**src/rtl/divider32.sv**
```systemverilog
// -----------------------------------------------------------------------------
// divider32
//
// Iterative 32-bit radix-2 restoring divider for the execute stage. A one-cycle
// start pulse in IDLE launches a division. The quotient and remainder appear
// 33 cycles later for a nonzero divisor, or 1 cycle later when dividing by zero.
// The core stalls while busy is high.
//
// Configuration macro: DIVIDER_SIGNED_EN
//   defined   : is_signed is honoured. Operands are converted to magnitudes
//               and the results are sign-corrected in the FIX state.
//   undefined : every operand is unsigned and is_signed is ignored. No negate
//               logic is built. Latency is the same in both builds.
//
// Ports:
//   clk          in   1   system clock, rising edge
//   resetn       in   1   asynchronous active-low reset
//   start        in   1   division request, sampled only in IDLE
//   is_signed    in   1   two's complement operands, sampled with start
//   a            in  32   dividend, sampled with start
//   b            in  32   divisor, sampled with start
//   busy         out  1   high from the accepting edge until the done edge
//   done         out  1   one-cycle pulse when the results are loaded
//   quotient     out 32   registered quotient, held until the next done
//   remainder    out 32   registered remainder, held until the next done
//   div_by_zero  out  1   set together with done when b was zero
// -----------------------------------------------------------------------------
module divider32 (
  input  logic        clk,
  input  logic        resetn,
  input  logic        start,
  input  logic        is_signed,
  input  logic [31:0] a,
  input  logic [31:0] b,
  output logic        busy,
  output logic        done,
  output logic [31:0] quotient,
  output logic [31:0] remainder,
  output logic        div_by_zero
);

  typedef enum logic [1:0] {
    IDLE,
    RUN,
    FIX
  } state_t;

  state_t      state;

  // The dividend register doubles as the quotient register. Each step shifts
  // one dividend bit out of the top and one quotient bit in at the bottom.
  logic [31:0] dvd_q;
  logic [31:0] rem_q;
  logic [31:0] dsr_q;
  logic [31:0] orig_a_q;
  logic        zero_q;
  logic [5:0]  step_cnt;

  logic [31:0] a_mag;
  logic [31:0] b_mag;
  logic [31:0] q_final;
  logic [31:0] r_final;

`ifdef DIVIDER_SIGNED_EN
  logic        a_neg;
  logic        b_neg;
  logic        q_neg_q;
  logic        r_neg_q;

  // In signed mode a negative operand is replaced by its magnitude. The
  // magnitude of 0x8000_0000 is 0x8000_0000, which the unsigned core handles
  // correctly, so no special case is needed for the most negative value.
  always_comb begin
    a_neg = is_signed & a[31];
    b_neg = is_signed & b[31];
    a_mag = a_neg ? (~a + 32'd1) : a;
    b_mag = b_neg ? (~b + 32'd1) : b;
  end

  // The quotient sign is sa^sb and the remainder takes the sign of the
  // dividend. This makes the quotient truncate toward zero. The overflow case
  // 0x8000_0000 / -1 wraps back to 0x8000_0000.
  always_comb begin
    q_final = q_neg_q ? (~dvd_q + 32'd1) : dvd_q;
    r_final = r_neg_q ? (~rem_q + 32'd1) : rem_q;
  end
`else
  logic        unused_is_signed;

  assign unused_is_signed = is_signed;
  assign a_mag            = a;
  assign b_mag            = b;
  assign q_final          = dvd_q;
  assign r_final          = rem_q;
`endif

  // One restoring step. The partial remainder is widened to 33 bits before
  // the divisor is subtracted. Its top bit can be set after the shift, and
  // dropping that bit would give the wrong answer for divisors >= 2^31. When
  // the shifted value is at least the divisor, the difference is below 2^32.
  // Otherwise bit 32 of the difference is set. So trial[32] alone decides the
  // quotient bit.
  logic [32:0] shifted;
  logic [32:0] trial;

  always_comb begin
    shifted = {rem_q, dvd_q[31]};
    trial   = shifted - {1'b0, dsr_q};
  end

  // Main controller and datapath. The outputs are registered here, so they
  // move only on the edge that raises done.
  always_ff @(posedge clk or negedge resetn) begin
    if (!resetn) begin
      state       <= IDLE;
      step_cnt    <= 6'd0;
      dvd_q       <= 32'd0;
      rem_q       <= 32'd0;
      dsr_q       <= 32'd0;
      orig_a_q    <= 32'd0;
      zero_q      <= 1'b0;
      busy        <= 1'b0;
      done        <= 1'b0;
      quotient    <= 32'd0;
      remainder   <= 32'd0;
      div_by_zero <= 1'b0;
`ifdef DIVIDER_SIGNED_EN
      q_neg_q     <= 1'b0;
      r_neg_q     <= 1'b0;
`endif
    end else begin
      done <= 1'b0;
      case (state)
        IDLE: begin
          if (start) begin
            dvd_q    <= a_mag;
            dsr_q    <= b_mag;
            orig_a_q <= a;
            zero_q   <= (b == 32'd0);
            rem_q    <= 32'd0;
            step_cnt <= 6'd0;
            busy     <= 1'b1;
`ifdef DIVIDER_SIGNED_EN
            q_neg_q  <= a_neg ^ b_neg;
            r_neg_q  <= a_neg;
`endif
            // A zero divisor skips the iteration and answers in one cycle.
            state    <= (b == 32'd0) ? FIX : RUN;
          end
        end

        RUN: begin
          dvd_q    <= {dvd_q[30:0], ~trial[32]};
          rem_q    <= trial[32] ? shifted[31:0] : trial[31:0];
          step_cnt <= step_cnt + 6'd1;
          // The counter starts at 0, so a value of 31 means this is step 32.
          if (step_cnt == 6'd31) begin
            state <= FIX;
          end
        end

        FIX: begin
          if (zero_q) begin
            quotient    <= 32'hFFFF_FFFF;
            remainder   <= orig_a_q;
            div_by_zero <= 1'b1;
          end else begin
            quotient    <= q_final;
            remainder   <= r_final;
            div_by_zero <= 1'b0;
          end
          done  <= 1'b1;
          busy  <= 1'b0;
          state <= IDLE;
        end

        default: begin
          state <= IDLE;
          busy  <= 1'b0;
        end
      endcase
    end
  end

endmodule

```
**config.mk**
```make
export PLATFORM = sky130hd
export DESIGN_NAME = divider32
export DESIGN_NICKNAME = d
export VERILOG_FILES = /design/src/rtl/divider32.sv
export SDC_FILE = /design/constraint.sdc
export NUM_CORES = 1
export LEC_CHECK = 0
export CAP_MARGIN = 10
export CORE_MARGIN = 1
export CORE_UTILIZATION = 58
export CTS_BUF_LIST = sky130_fd_sc_hd__clkbuf_8
export CTS_CLUSTER_DIAMETER = 40
export DETAILED_ROUTE_END_ITERATION = 16
export MAX_ROUTING_LAYER = met4
export PLACE_DENSITY = 0.83
export SKIP_LAST_GASP = 1
export SLEW_MARGIN = 20
export SYNTH_ARGS = -nofsm -noshare
export SYNTH_HDL_FRONTEND = slang
export SYNTH_SLANG_ARGS = --single-unit
```
**constraint.sdc**
```tcl
create_clock -name clk -period 5 [get_ports clk]
set_input_delay 0.75 -clock clk [delete_from_list [all_inputs] [get_ports clk]]
set_output_delay 0.75 -clock clk [all_outputs]
set_load 0.05 [all_outputs]
```
==> results by stage, run 1 <==
Critical path:
- Among cell families on the critical path, the largest total delay comes from compound AO/OA/AOI/OAI gates.
- The highest fanout seen on the critical path is 29.
- The signal on the critical path passes through inv_1, ha_1, inv_1, fa_1, a211oi_2, o21ai_2, o21a_1, o31a_1, a21oi_2, o311a_2, buf_4, mux2i_1, o21ai_0.
- Counting both buffers and inverters, the worst setup path holds a total of 3.
- The worst setup path is launched from a register.
- The critical path start-end classification is register to register.
- On the worst path, the slowest cell contributes a delay of 570 ps.
- For the worst setup path, the data required time is 5390 ps.
- The worst setup path is captured at a register.
- Among the stages of the critical path, the cell type that occurs most often is sky130_fd_sc_hd__inv_1.
- On the critical path, the stage with the largest delay is an instance of sky130_fd_sc_hd__o311a_2.
- Data on the critical path arrives at its endpoint at 4130 ps.

Finish:
- The share of final-layout standard cells stronger than drive strength 1 is 8.63%.
- The final instance area is 12600 um^2.
- From synthesis to final layout, the design area changed by 21.1%.
- The area taken by multi-input logic gates is 4860 um^2.
- The final-layout fill cell count is 1297.
- The storage element area is 5110 um^2.
- The layout net count is 1297.

Routing:
- Dividing the detail-routed wire length by the instance count gives 17.1 um.
- In the routed design, unresolved DRC markers number 0.
- The count of vias placed by the detailed router is 8430.
- Dividing the detail-routed via count by the number of cells gives 5.85.
- The sum of routed wire length over all layers is 24700 um.
- The first-pass detailed-route iteration total is 5.
- The detail route stage leaves a number of antenna-violating nets equal to 0.
- The DRC marker count from the first detailed-route iteration is 554.

CTS:
- The buffer count from post-CTS setup fixing is 0.
- The clock net sink count is 204.
- The clock latency reported for the late side of the worst-skew pair is 520 ps.
- The clock-pin transition on the worst setup and hold timing paths is 60 ps.
- The cell sitting at the root of the clock tree is a sky130_fd_sc_hd__clkbuf_8.
- The number of H-tree levels is 2.
- Counting along the longest clock path gives a buffer depth of 3.
- The number of buffers created by CTS is 36.
- The number of hold buffers added after CTS is 0.
- The number of instances resized during post-cts repair is 0.
- The clock tree from TritonCTS is yes.

Timing:
- The final hold slack is 337 ps.
- At the pin with the least slew margin, the transition time is 936 ps.
- The worst path setup slack after routing is 1260 ps.
- The fraction of the cycle the final worst path needs is 74.9%.
- Static timing analysis puts the maximum clock frequency at 0.267 GHz.
- The sum of negative setup slack is 0 ps.
- On the final layout, the worst clock skew is 27.0 ps.
- The final number of hold-violating endpoints came to 0.
- The worst pin sits at a relative slew slack of 37.6%.
- The number of endpoints failing setup at the final stage is 0.
- Setup repair after global routing left no endpoint under its margin.
- The shortest period the worst path allows is 3740 ps.
- The number of max-slew violations in the final report is 0.

Global routing:
- The total grt overflow is 0.
- The first global-routing pass estimated 40600 um of wire.
- The global-route usage over all layers is 28.8%.
- Entering global routing, the biggest net connects 131 pins.
- The via count of the first global-routing pass is 8036.
- The initial antenna violation count is 0.

Placement:
- The cell area reported after detailed placement is 11800 um^2.
- Detailed placement ended at an HPWL of 17100 um.
- The number of I/O port buffers is 133.
- Routability-driven placement finished with a final weighted congestion of 0.882.
- Before CTS, the worst setup slack after placement is 1350 ps.

Power:
- In this run the power density over the cells is 809 nW/um^2.
- After layout, the design draws a total of 0.0102 W.
- In this run the static leakage power is 5.67 nW.
- VDD sags by at most 0.505 mV.

Logic synthesis:
- The number of nets in the synthesized netlist is 1189.
- For this run, asynchronously set or reset flops after synthesis account for 100%.
- The mean instance size in the synthesized netlist is 9.56 um^2.
- Synthesis produced a netlist whose cell count is 1087.
- The number of different library cells used by synthesis comes to 56.
- The sequential share of the synthesized area is 49.1%.
- The netlist area before placement is 10400 um^2.
- In this run, synthesis inferred 0 flip-flops with an integrated enable.
- The most frequently used flop master after synthesis is sky130_fd_sc_hd__dfrtp_1.
- The number of synthesized register bits is 204.
- The number of synthesis warnings is 0.

Flow run:
- The number of max-capacitance violations reported is 0.

Floorplanning:
- Once the floorplan was initialized, standard cells occupied 59.7% of the core.
- The cell row count is 48.
- The die span in x is 136 um.
- The placeable core area is 17400 um^2.
- The vertical die dimension is 136 um.
- The die covers 18500 um^2.
- The count of boundary I/O pins is 135.

Status:
- The run finished with clean final reports.

Min path:
- The kind of path behind the tightest hold check is primary input to async pin.
-- worst paths after layout --
kind	startpoint	end	slack (ps)	cells past startpoint
worst max-delay path	dvd_q[31]	r_final[11]	1260	13
worst min-delay path	resetn	quotient[9]	340	1
worst max register to register	dvd_q[31]	r_final[11]	1260	13
worst min register to register	quotient[10]	quotient[10]	480	2
max in group asynchronous	resetn	zero_q	3730	2
min in group clk	quotient[10]	quotient[10]	480	2
-- routing by layer --
layer | global-route usage [%] | routed length (um) | part of all wire, % | vias up
li1 | - | - | - | 4059
met1 | 41.8 | 11700 | 48 | 4067
met2 | 42.3 | 11000 | 44 | 264
met3 | 4.10 | 1530 | 6.2 | 40
met4 | 7.78 | 452 | 1.8 | 0
met5 | - | 0 | 0 | -
-- kinds of logic (layout without fill, tap and decap cells) --
family | Yosys count | in the layout | share of synthesized area, %
AOI/OAI and AO/OA | 291 | 291 | 16.8
xor gates and xnor gates | 25 | 25 | 2.11
adders and majority gates | 34 | 34 | 4.17
buffers and inverters | 118 | 247 | 4.47
DFF | 204 | 204 | 49.1
muxes | 105 | 105 | 10.5
other | 0 | 1 | 0
and+or+nand+nor | 310 | 310 | 12.8
-- layout make-up --
cell class	count	share of cell area [%]
Antenna cell	1	0.0199
Clock buffer	42	4.59
Clock inverter	17	1.04
Inverter	45	1.34
Multi-Input combinational cell	765	38.6
Sequential cell	204	40.6
Tap cell	225	2.24
Timing Repair Buffer	143	11.6
-- synth_stat cells, types with 7 or more instances --
library cell               number  area, um^2
sky130_fd_sc_hd__dfrtp_1      204        5100
sky130_fd_sc_hd__nand2_1      185         694
sky130_fd_sc_hd__o21ai_0      160         801
sky130_fd_sc_hd__mux2i_1       72         721
sky130_fd_sc_hd__clkbuf_1      58         218
sky130_fd_sc_hd__nor2_1        48         180
sky130_fd_sc_hd__inv_1         45         169
sky130_fd_sc_hd__a21oi_1       34         170
sky130_fd_sc_hd__ha_1          33         413
sky130_fd_sc_hd__mux2_2        33         372
sky130_fd_sc_hd__nand3_1       25         125
sky130_fd_sc_hd__o311ai_0      16         140
sky130_fd_sc_hd__a21o_1        15         113
sky130_fd_sc_hd__nand4_1       14        87.6
sky130_fd_sc_hd__xor2_1        13         114
sky130_fd_sc_hd__xnor2_1       12         105
sky130_fd_sc_hd__buf_2         11        55.1
sky130_fd_sc_hd__nor4_1        11        68.8
sky130_fd_sc_hd__o21a_1        10        75.1
sky130_fd_sc_hd__a31oi_1        9        56.3
sky130_fd_sc_hd__a32oi_1        9        78.8
sky130_fd_sc_hd__o31ai_1        7        52.6
-- per-stage QoR --
step                      utilization [%]  std cells
after global routing                 72.2       1441
final                                72.2       1442
after global placement               68.0       1381
after floorplan                         -       1087
after CTS                            72.1       1440
after detailed placement             68.0       1381
-- sequential cells by signal, indices dropped and copies added, names as in the netlist --
register,cells
done,1
zero_q,1
remainder,32
dsr_q,32
orig_a_q,32
r_final,32
div_by_zero,1
state,2
busy,1
dvd_q,32
step_cnt,6
quotient,32
-- report_power, final --
group,internal [W],leakage [nW],total [W],switching [W]
Sequential,0.00244,2.52,0.00298,0.000546
Combinational,0.00217,2.76,0.00566,0.00349
Clock,0.000865,0.396,0.00153,0.000664
-- cells in the final DEF, fill, tap and decap left out, types with 3 or more instances in the layout --
master	n
sky130_fd_sc_hd__dfrtp_1	203
sky130_fd_sc_hd__nand2_1	185
sky130_fd_sc_hd__o21ai_0	159
sky130_fd_sc_hd__clkdlybuf4s50_1	132
sky130_fd_sc_hd__mux2i_1	72
sky130_fd_sc_hd__inv_1	55
sky130_fd_sc_hd__nor2_1	48
sky130_fd_sc_hd__clkbuf_8	42
sky130_fd_sc_hd__a21oi_1	34
sky130_fd_sc_hd__mux2_2	33
sky130_fd_sc_hd__ha_1	33
sky130_fd_sc_hd__nand3_1	25
sky130_fd_sc_hd__o311ai_0	16
sky130_fd_sc_hd__a21o_1	15
sky130_fd_sc_hd__nand4_1	14
sky130_fd_sc_hd__xor2_1	13
sky130_fd_sc_hd__xnor2_1	12
sky130_fd_sc_hd__nor4_1	11
sky130_fd_sc_hd__o21a_1	10
sky130_fd_sc_hd__a31oi_1	9
sky130_fd_sc_hd__a32oi_1	9
sky130_fd_sc_hd__o31ai_1	7
sky130_fd_sc_hd__buf_4	7
sky130_fd_sc_hd__nand2b_1	5
sky130_fd_sc_hd__o211ai_1	5
sky130_fd_sc_hd__o21bai_1	4
sky130_fd_sc_hd__nor2b_1	4
sky130_fd_sc_hd__nor3_1	4
sky130_fd_sc_hd__o31a_1	3
Power figures use the tool's default switching activity.
==> run 2, diff against run 1 <==
--- a/config.mk
+++ b/config.mk
@@ -7,12 +7,12 @@
 export LEC_CHECK = 0
 export CAP_MARGIN = 10
 export CORE_MARGIN = 1
-export CORE_UTILIZATION = 58
+export CORE_UTILIZATION = 52
 export CTS_BUF_LIST = sky130_fd_sc_hd__clkbuf_8
 export CTS_CLUSTER_DIAMETER = 40
 export DETAILED_ROUTE_END_ITERATION = 16
 export MAX_ROUTING_LAYER = met4
-export PLACE_DENSITY = 0.83
+export PLACE_DENSITY = 0.79
 export SKIP_LAST_GASP = 1
 export SLEW_MARGIN = 20
 export SYNTH_ARGS = -nofsm -noshare
==> constraint.sdc (replaced) <==
create_clock -name clk -period 3.4 [get_ports clk]
set_input_delay 0.51 -clock clk [delete_from_list [all_inputs] [get_ports clk]]
set_output_delay 0.51 -clock clk [all_outputs]
set_load 0.05 [all_outputs]
==> run 2 against run 1 <==
Effect of this change:
- highest routed layer unchanged
- worst setup slack got worse by 1100 ps
- worst hold slack improved by 140 ps
- clock power rose by 54%
- count of clock-buffer cells in the layout rose by 2
- largest power group unchanged
- sequential cell count is the same
- routed wire length increased by 2.1%
- register-to-register slack got worse by 1100 ps
- largest cell class unchanged
- clock skew down 3.6 ps
- global-route usage fell by 3.0 points
==> results by stage, run 2 (synthesized netlist as in run 1, its figures left out) <==
Floorplanning:
- For this configuration, the core starts out at a cell density of 53.2%.
- From left edge to right edge, the die measures 143 um.
- The die is 143 um tall.
- 135 I/O pins were placed.
- The cell row count is 51.
- The placeable core area is 19500 um^2.
- The area of the die is 20600 um^2.

Routing:
- In the final routed layout, each cell accounts on average for 16.9 um.
- The number of remaining DRC errors is 0.
- The sum of routed wire length over all layers is 25200 um.
- Using the TritonRoute via totals, the vias-per-cell ratio works out to 5.65.
- Detailed routing inserted a total of 8433 vias.
- The detailed router finished its first iteration with 436 violations.
- The first-pass detailed-route iteration total is 7.
- In this run the remaining antenna-violating nets after routing total 0.

Power:
- The switching component of the power is 0.00700 W.
- Per report_power, the combinational group accounts for 55.6% of the total.
- The power share of the sequential group is 29.1%.
- The internal portion of total power is 0.00838 W.
- The power per cell area is 1200 nW/um^2.
- The worst-case IR drop observed on VDD is 0.436 mV.
- The leakage power summed over all cells is 5.76 nW.
- The switching power share of the total is 45.5%.
- The part of the power in the clock network is 15.3%.

Timing:
- Hold is met by 475 ps.
- The relative slew slack is 42.2%.
- The number of endpoints failing setup at the final stage is 0.
- The number of max-slew violations in the final report is 0.
- The transition time at the pin with the least slew margin is 865 ps.
- Adding up every negative setup slack in the final design gives 0 ps.
- The maximum achievable frequency is 0.306 GHz.
- Clock skew on the completed layout was measured at 23.3 ps.
- Subtracting the final worst setup slack from the clock period gives 3270 ps.
- The final number of hold-violating endpoints is 0.
- Dividing the final minimum period by the clock period gives 96.1%.

Finish:
- With fillers left out, the area of the finished cells amounts to 12800 um^2.
- The library cells used most frequently in the layout, excluding fill and tap cells, are sky130_fd_sc_hd__dfrtp_1, sky130_fd_sc_hd__nand2_1, sky130_fd_sc_hd__o21ai_0.
- In the final layout, the multi-input gates occupy 4870 um^2.
- The count of placed standard cells in the final layout, fillers left out is 1493.
- The storage element area is 5110 um^2.
- The end-of-flow core utilization is 65.7%.
- The layout overhead on the synthesized area is 23.4%.
- Leaving out fill and tap cells, the most frequent cell in the layout is sky130_fd_sc_hd__dfrtp_1.
- For this run, the post-layout net count is 1309.
- The share of final-layout standard cells stronger than drive strength 1 is 9.70%.
- The final-layout fill cell count is 1588.

CTS:
- The number of H-tree levels is 2.
- The clock tree from TritonCTS is yes.
- The number of buffers created by CTS is 36.
- No sink is reached through more buffers than the 3 on the longest clock path.
- Clock-pin slew was measured on the worst setup and hold paths at 60 ps.
- Clock tree synthesis found a total of 204 sinks.
- Clock latency on the worst-skew pair, taken at its later pin, is 520 ps.
- The CTS root buffer is sky130_fd_sc_hd__clkbuf_8.

Critical path:
- The worst setup path is captured at a register.
- STA puts the critical path data required time at 3850 ps.
- The critical path is of the register to register type.
- The data arrival time of the critical path is 3720 ps.
- Along the worst path, the maximum fanout reaches 11.
- The kind of start point of the critical path is a register.

Placement:
- The number of placed instances with taps included is 1428.
- The cell area reported after detailed placement is 12000 um^2.
- The congestion estimate from routability-driven global placement came to 0.870.
- The number of I/O port buffers is 133.
- The detailed-placement wirelength estimate is 17800 um.

Status:
- The run finished with clean final reports.

Global routing:
- Summed over all layers, the global routing overflow is 0.
- The first global-routing pass estimated 40400 um of wire.
- The initial antenna violation count is 1.
- The global-route usage over all layers is 25.8%.
- The via count of the first global-routing pass was 7913.
- The maximum number of pins on one net before global-route repair is 131.

Min path:
- The kind of path behind the tightest hold check is register to register.

Flow run:
- Max-cap violations in this run came to 0.
[run 2: cell types whose count changed in the layout (fill, tap and decap cells not counted), sizes merged]
cell,previous run,this run
clkbuf,42,45
buf,11,21
clkinvlp,2,1
dlygate4sd3,0,1
bufinv,2,3
inv,56,53
[run 2: per-layer routing]
metal  track usage [%]  vias up  share of wire [%]
met3              4.20       29                6.7
met1              36.7     4056                 47
met2              38.3      278                 45
met5                 -        -                  0
li1                  -     4070                  -
met4              7.11        0                1.4
[run 2: cell type report]
cell class	count	share of cell area (%)
Sequential cell	204	39.8
Multi-Input combinational cell	765	38.0
Timing Repair Buffer	155	12.5
Clock buffer	44	4.72
Tap cell	265	2.59
Inverter	45	1.32
Clock inverter	14	1.11
Antenna cell	1	0.0195
[run 2: through the flow]
stage	power, W	setup slack (ps)
after CTS	0.0153	78.9
after detailed placement	0.0129	104
after floorplan	0.0104	423
after global routing	0.0165	-6.97
after global placement	0.0127	125
final	0.0154	132
[run 2: repair_timing]
item,CTS,global route
hold buffers,1,0
buffers inserted,0,4
gates resized for setup,0,7
endpoints found under the hold margin,14,0
endpoints found under the setup margin,0,16
[run 2: path summary, 6_finish.rpt]
path                        startpoint      endpoint  slack, ps  cells after the start
max reg2reg                  dvd_q[31]   r_final[31]        130                     13
min                        div_by_zero   div_by_zero        480                      2
min reg2reg                div_by_zero   div_by_zero        480                      2
max in group asynchronous       resetn     dsr_q[27]       1870                      3
max                          dvd_q[31]   r_final[31]        130                     13
min in group asynchronous       resetn  orig_a_q[10]        570                      2
[run 2: power by group through the flow]
stage	Clock [W]	Sequential, W	Combinational (W)
global placement	0	0.00445	0.00820
detailed placement	0	0.00450	0.00837
floorplan	0	0.00545	0.00498
finish	0.00235	0.00448	0.00855
global route	0.00250	0.00461	0.00938
CTS	0.00239	0.00447	0.00842
[run 2: critical path, cell delays in order (launching register included)]
cell and delay [ps]:
sky130_fd_sc_hd__dfrtp_1 410, sky130_fd_sc_hd__inv_1 70, sky130_fd_sc_hd__ha_1 160, sky130_fd_sc_hd__inv_1 60, sky130_fd_sc_hd__fa_2 370, sky130_fd_sc_hd__a211oi_2 210, sky130_fd_sc_hd__o21ai_2 110, sky130_fd_sc_hd__o21a_1 210
sky130_fd_sc_hd__o31a_1 390, sky130_fd_sc_hd__a211o_1 290, sky130_fd_sc_hd__o311a_2 150, sky130_fd_sc_hd__buf_4 190, sky130_fd_sc_hd__or4b_1 510, sky130_fd_sc_hd__nand2_1 80
==> run 3, diff against run 2 <==
--- a/config.mk
+++ b/config.mk
@@ -11,6 +11,7 @@
 export CTS_BUF_LIST = sky130_fd_sc_hd__clkbuf_8
 export CTS_CLUSTER_DIAMETER = 40
 export DETAILED_ROUTE_END_ITERATION = 16
+export GPL_ROUTABILITY_DRIVEN = 1
 export MAX_ROUTING_LAYER = met4
 export PLACE_DENSITY = 0.79
 export SKIP_LAST_GASP = 1
@@ -18,3 +19,4 @@
 export SYNTH_ARGS = -nofsm -noshare
 export SYNTH_HDL_FRONTEND = slang
 export SYNTH_SLANG_ARGS = --single-unit
+export TNS_END_PERCENT = 30
==> run 3 against run 2 <==
Effect of this change:
- worst setup slack lost 5.5 ps
- sequential power about the same
- combinational power barely moved
- non-clock buffer count down 2
- clock skew hardly changed
- final area is 0.12% lower
- fmax decreased by 0.17%
- core utilization is 0.077 points lower
- critical path type unchanged
- largest cell class unchanged
- highest routed layer unchanged
==> results by stage, run 3 (synthesized netlist as in run 1, its figures left out) <==
Status:
- The run finished with clean final reports.

Floorplanning:
- The floorplan step set the die width to 143 um.
- The cell row count is 51.
- The initial utilization of the core area, before any placement, comes to 53.2%.
- The die covers 20600 um^2.
- The core region is 19500 um^2.
- Pin placement for this block handled 135 I/O pins.
- The vertical die dimension is 143 um.

Finish:
- Leaving out fill and tap cells, the most frequent cells in the layout are sky130_fd_sc_hd__dfrtp_1, sky130_fd_sc_hd__nand2_1, sky130_fd_sc_hd__o21ai_0.
- The layout net count is 1307.
- The most common library cell in the layout ignoring fill and taps is sky130_fd_sc_hd__dfrtp_1.
- The layout overhead on the synthesized area is 23.2%.
- The share of final-layout standard cells stronger than drive strength 1 is 9.55%.

Routing:
- In the routed layout, each cell is associated on average with a via count of 5.64.
- After detailed routing, the average wire length per cell comes to 16.9 um.
- The count of vias placed by the detailed router is 8416.
- The number of nets with antenna violations after detailed routing is 0.
- The sum of routed wire length over all layers is 25100 um.
- The detailed router finished its first iteration with 459 violations.
- The first detailed-routing pass ran for 5 iterations.
- After detailed routing, the number of remaining DRC violations is 0.

Timing:
- Setup repair after global routing could not meet its margin everywhere.
- The number of max-slew violations in the final report is 0.
- The final hold slack is 475 ps.
- Setup violations remaining at the end of the flow were counted as 0.
- The transition time at the pin with the least slew margin is 880 ps.
- The relative slew slack is 41.2%.
- For the final database, setup skew stands at 23.2 ps.
- The final number of hold-violating endpoints is 0.
- For this run, the top clock speed supported by timing is 0.305 GHz.
- The fraction of the cycle the final worst path needs is 96.3%.
- The smallest clock period supported by the final layout is computed as 3270 ps.

CTS:
- The tree is rooted in a sky130_fd_sc_hd__clkbuf_8.
- Counting every sink on the clock net gives 204.
- After clock tree synthesis, the clock-pin slew on the worst setup and hold paths is 60 ps.
- The H-tree generated during clock tree synthesis spans 2 levels.
- The maximum root-to-sink buffer count is 3.
- Buffers inserted during clock tree synthesis total 36.
- TritonCTS built the clock tree.
- The clock latency reported for the late side of the worst-skew pair is 520 ps.

Global routing:
- The via count of the first global-routing pass was 7913.
- The total overflow left after global routing is 0.
- The global-route usage over all layers is 25.8%.
- Entering global routing, the biggest net connects 131 pins.
- The global-route wire length before repair is 40400 um.
- The initial antenna violation count is 1.

Critical path:
- At the worst endpoint, the arrival time is 3720 ps.
- The critical path start-end classification is register to register.
- The kind of capture point of the worst setup path is a register.
- In this run the worst path has a maximum fanout of 11.
- STA classifies the critical path startpoint as a register.
- The required time at the endpoint of the critical path is 3850 ps.

Power:
- In this run the power density over the cells is 1200 nW/um^2.
- The leakage power summed over all cells is 5.75 nW.
- The maximum resistive drop on vdd is 0.435 mV.
- Summing internal, switching and leakage power gives 0.0153 W.

Min path:
- The kind of path behind the tightest hold check is register to register.

Placement:
- The count of buffers added on input and output ports is 133.
- At the end of routability-driven placement, the weighted congestion stood at 0.870.
- Detailed placement finished with a half-perimeter wire length of 17800 um.

Flow run:
- Across the run, the number of max-cap violations was 0.
[run 3: routing by layer]
metal	GRT usage, %	vias up	wire length [um]
li1	-	4069	-
met4	7.11	0	327
met1	36.7	4062	12000
met2	38.3	262	11300
met5	-	-	0
met3	4.20	23	1470
[run 3: cell type report]
cell class | instances | area [um^2]
inverter | 45 | 169
antenna | 1 | 2.50
clock inverter | 14 | 143
multi-input combinational | 765 | 4870
clock buffer | 44 | 606
tap | 265 | 332
fill | 1590 | 6720
timing repair buffer | 153 | 1580
sequential | 204 | 5110
[run 3: worst max-delay path, cell delays in order (launching register included)]
cell	delay (ps)
sky130_fd_sc_hd__dfrtp_1	410
sky130_fd_sc_hd__inv_1	70
sky130_fd_sc_hd__ha_1	160
sky130_fd_sc_hd__inv_1	50
sky130_fd_sc_hd__fa_2	370
sky130_fd_sc_hd__a211oi_2	210
sky130_fd_sc_hd__o21ai_2	120
sky130_fd_sc_hd__o21a_1	210
sky130_fd_sc_hd__o31a_1	390
sky130_fd_sc_hd__a211o_1	290
sky130_fd_sc_hd__o311a_2	150
sky130_fd_sc_hd__buf_4	190
sky130_fd_sc_hd__or4b_1	510
sky130_fd_sc_hd__nand2_1	80
[run 3: path summary, 6_finish.rpt]
kind	from	end	slack [ps]	cells past startpoint
max	dvd_q[31]	r_final[31]	130	13
min reg2reg	div_by_zero	div_by_zero	480	2
max in group asynchronous	resetn	dsr_q[27]	1870	3
max reg2reg	dvd_q[31]	r_final[31]	130	13
min in group asynchronous	resetn	orig_a_q[10]	560	2
min	div_by_zero	div_by_zero	480	2
[run 3: power breakdown]
part / leakage (nW) / switching (W) / internal (W) / total (W)
combinational: 2.83 / 0.00514 / 0.00338 / 0.00852
sequential: 2.52 / 0.000894 / 0.00359 / 0.00448
clock: 0.409 / 0.000959 / 0.00139 / 0.00235
[run 3: through the flow]
step                      util, %  cells  setup slack (ps)  setup TNS, ps  cell area (um^2)
after floorplan                 -   1087               423              0             10400
after global placement       61.4   1428               125              0             12000
after detailed placement     61.4   1428               104              0             12000
after CTS                    65.3   1487              78.9              0             12800
after global routing         65.6   1491             -25.6          -91.5             12800
final                        65.6   1491               127              0             12800
[run 3: repair_timing]
item | CTS | global route
hold buffers | 1 | 0
setup endpoints to repair | 0 | 16
gates resized for setup | 0 | 7
endpoints found under the hold margin | 14 | 0
buffers inserted | 0 | 2
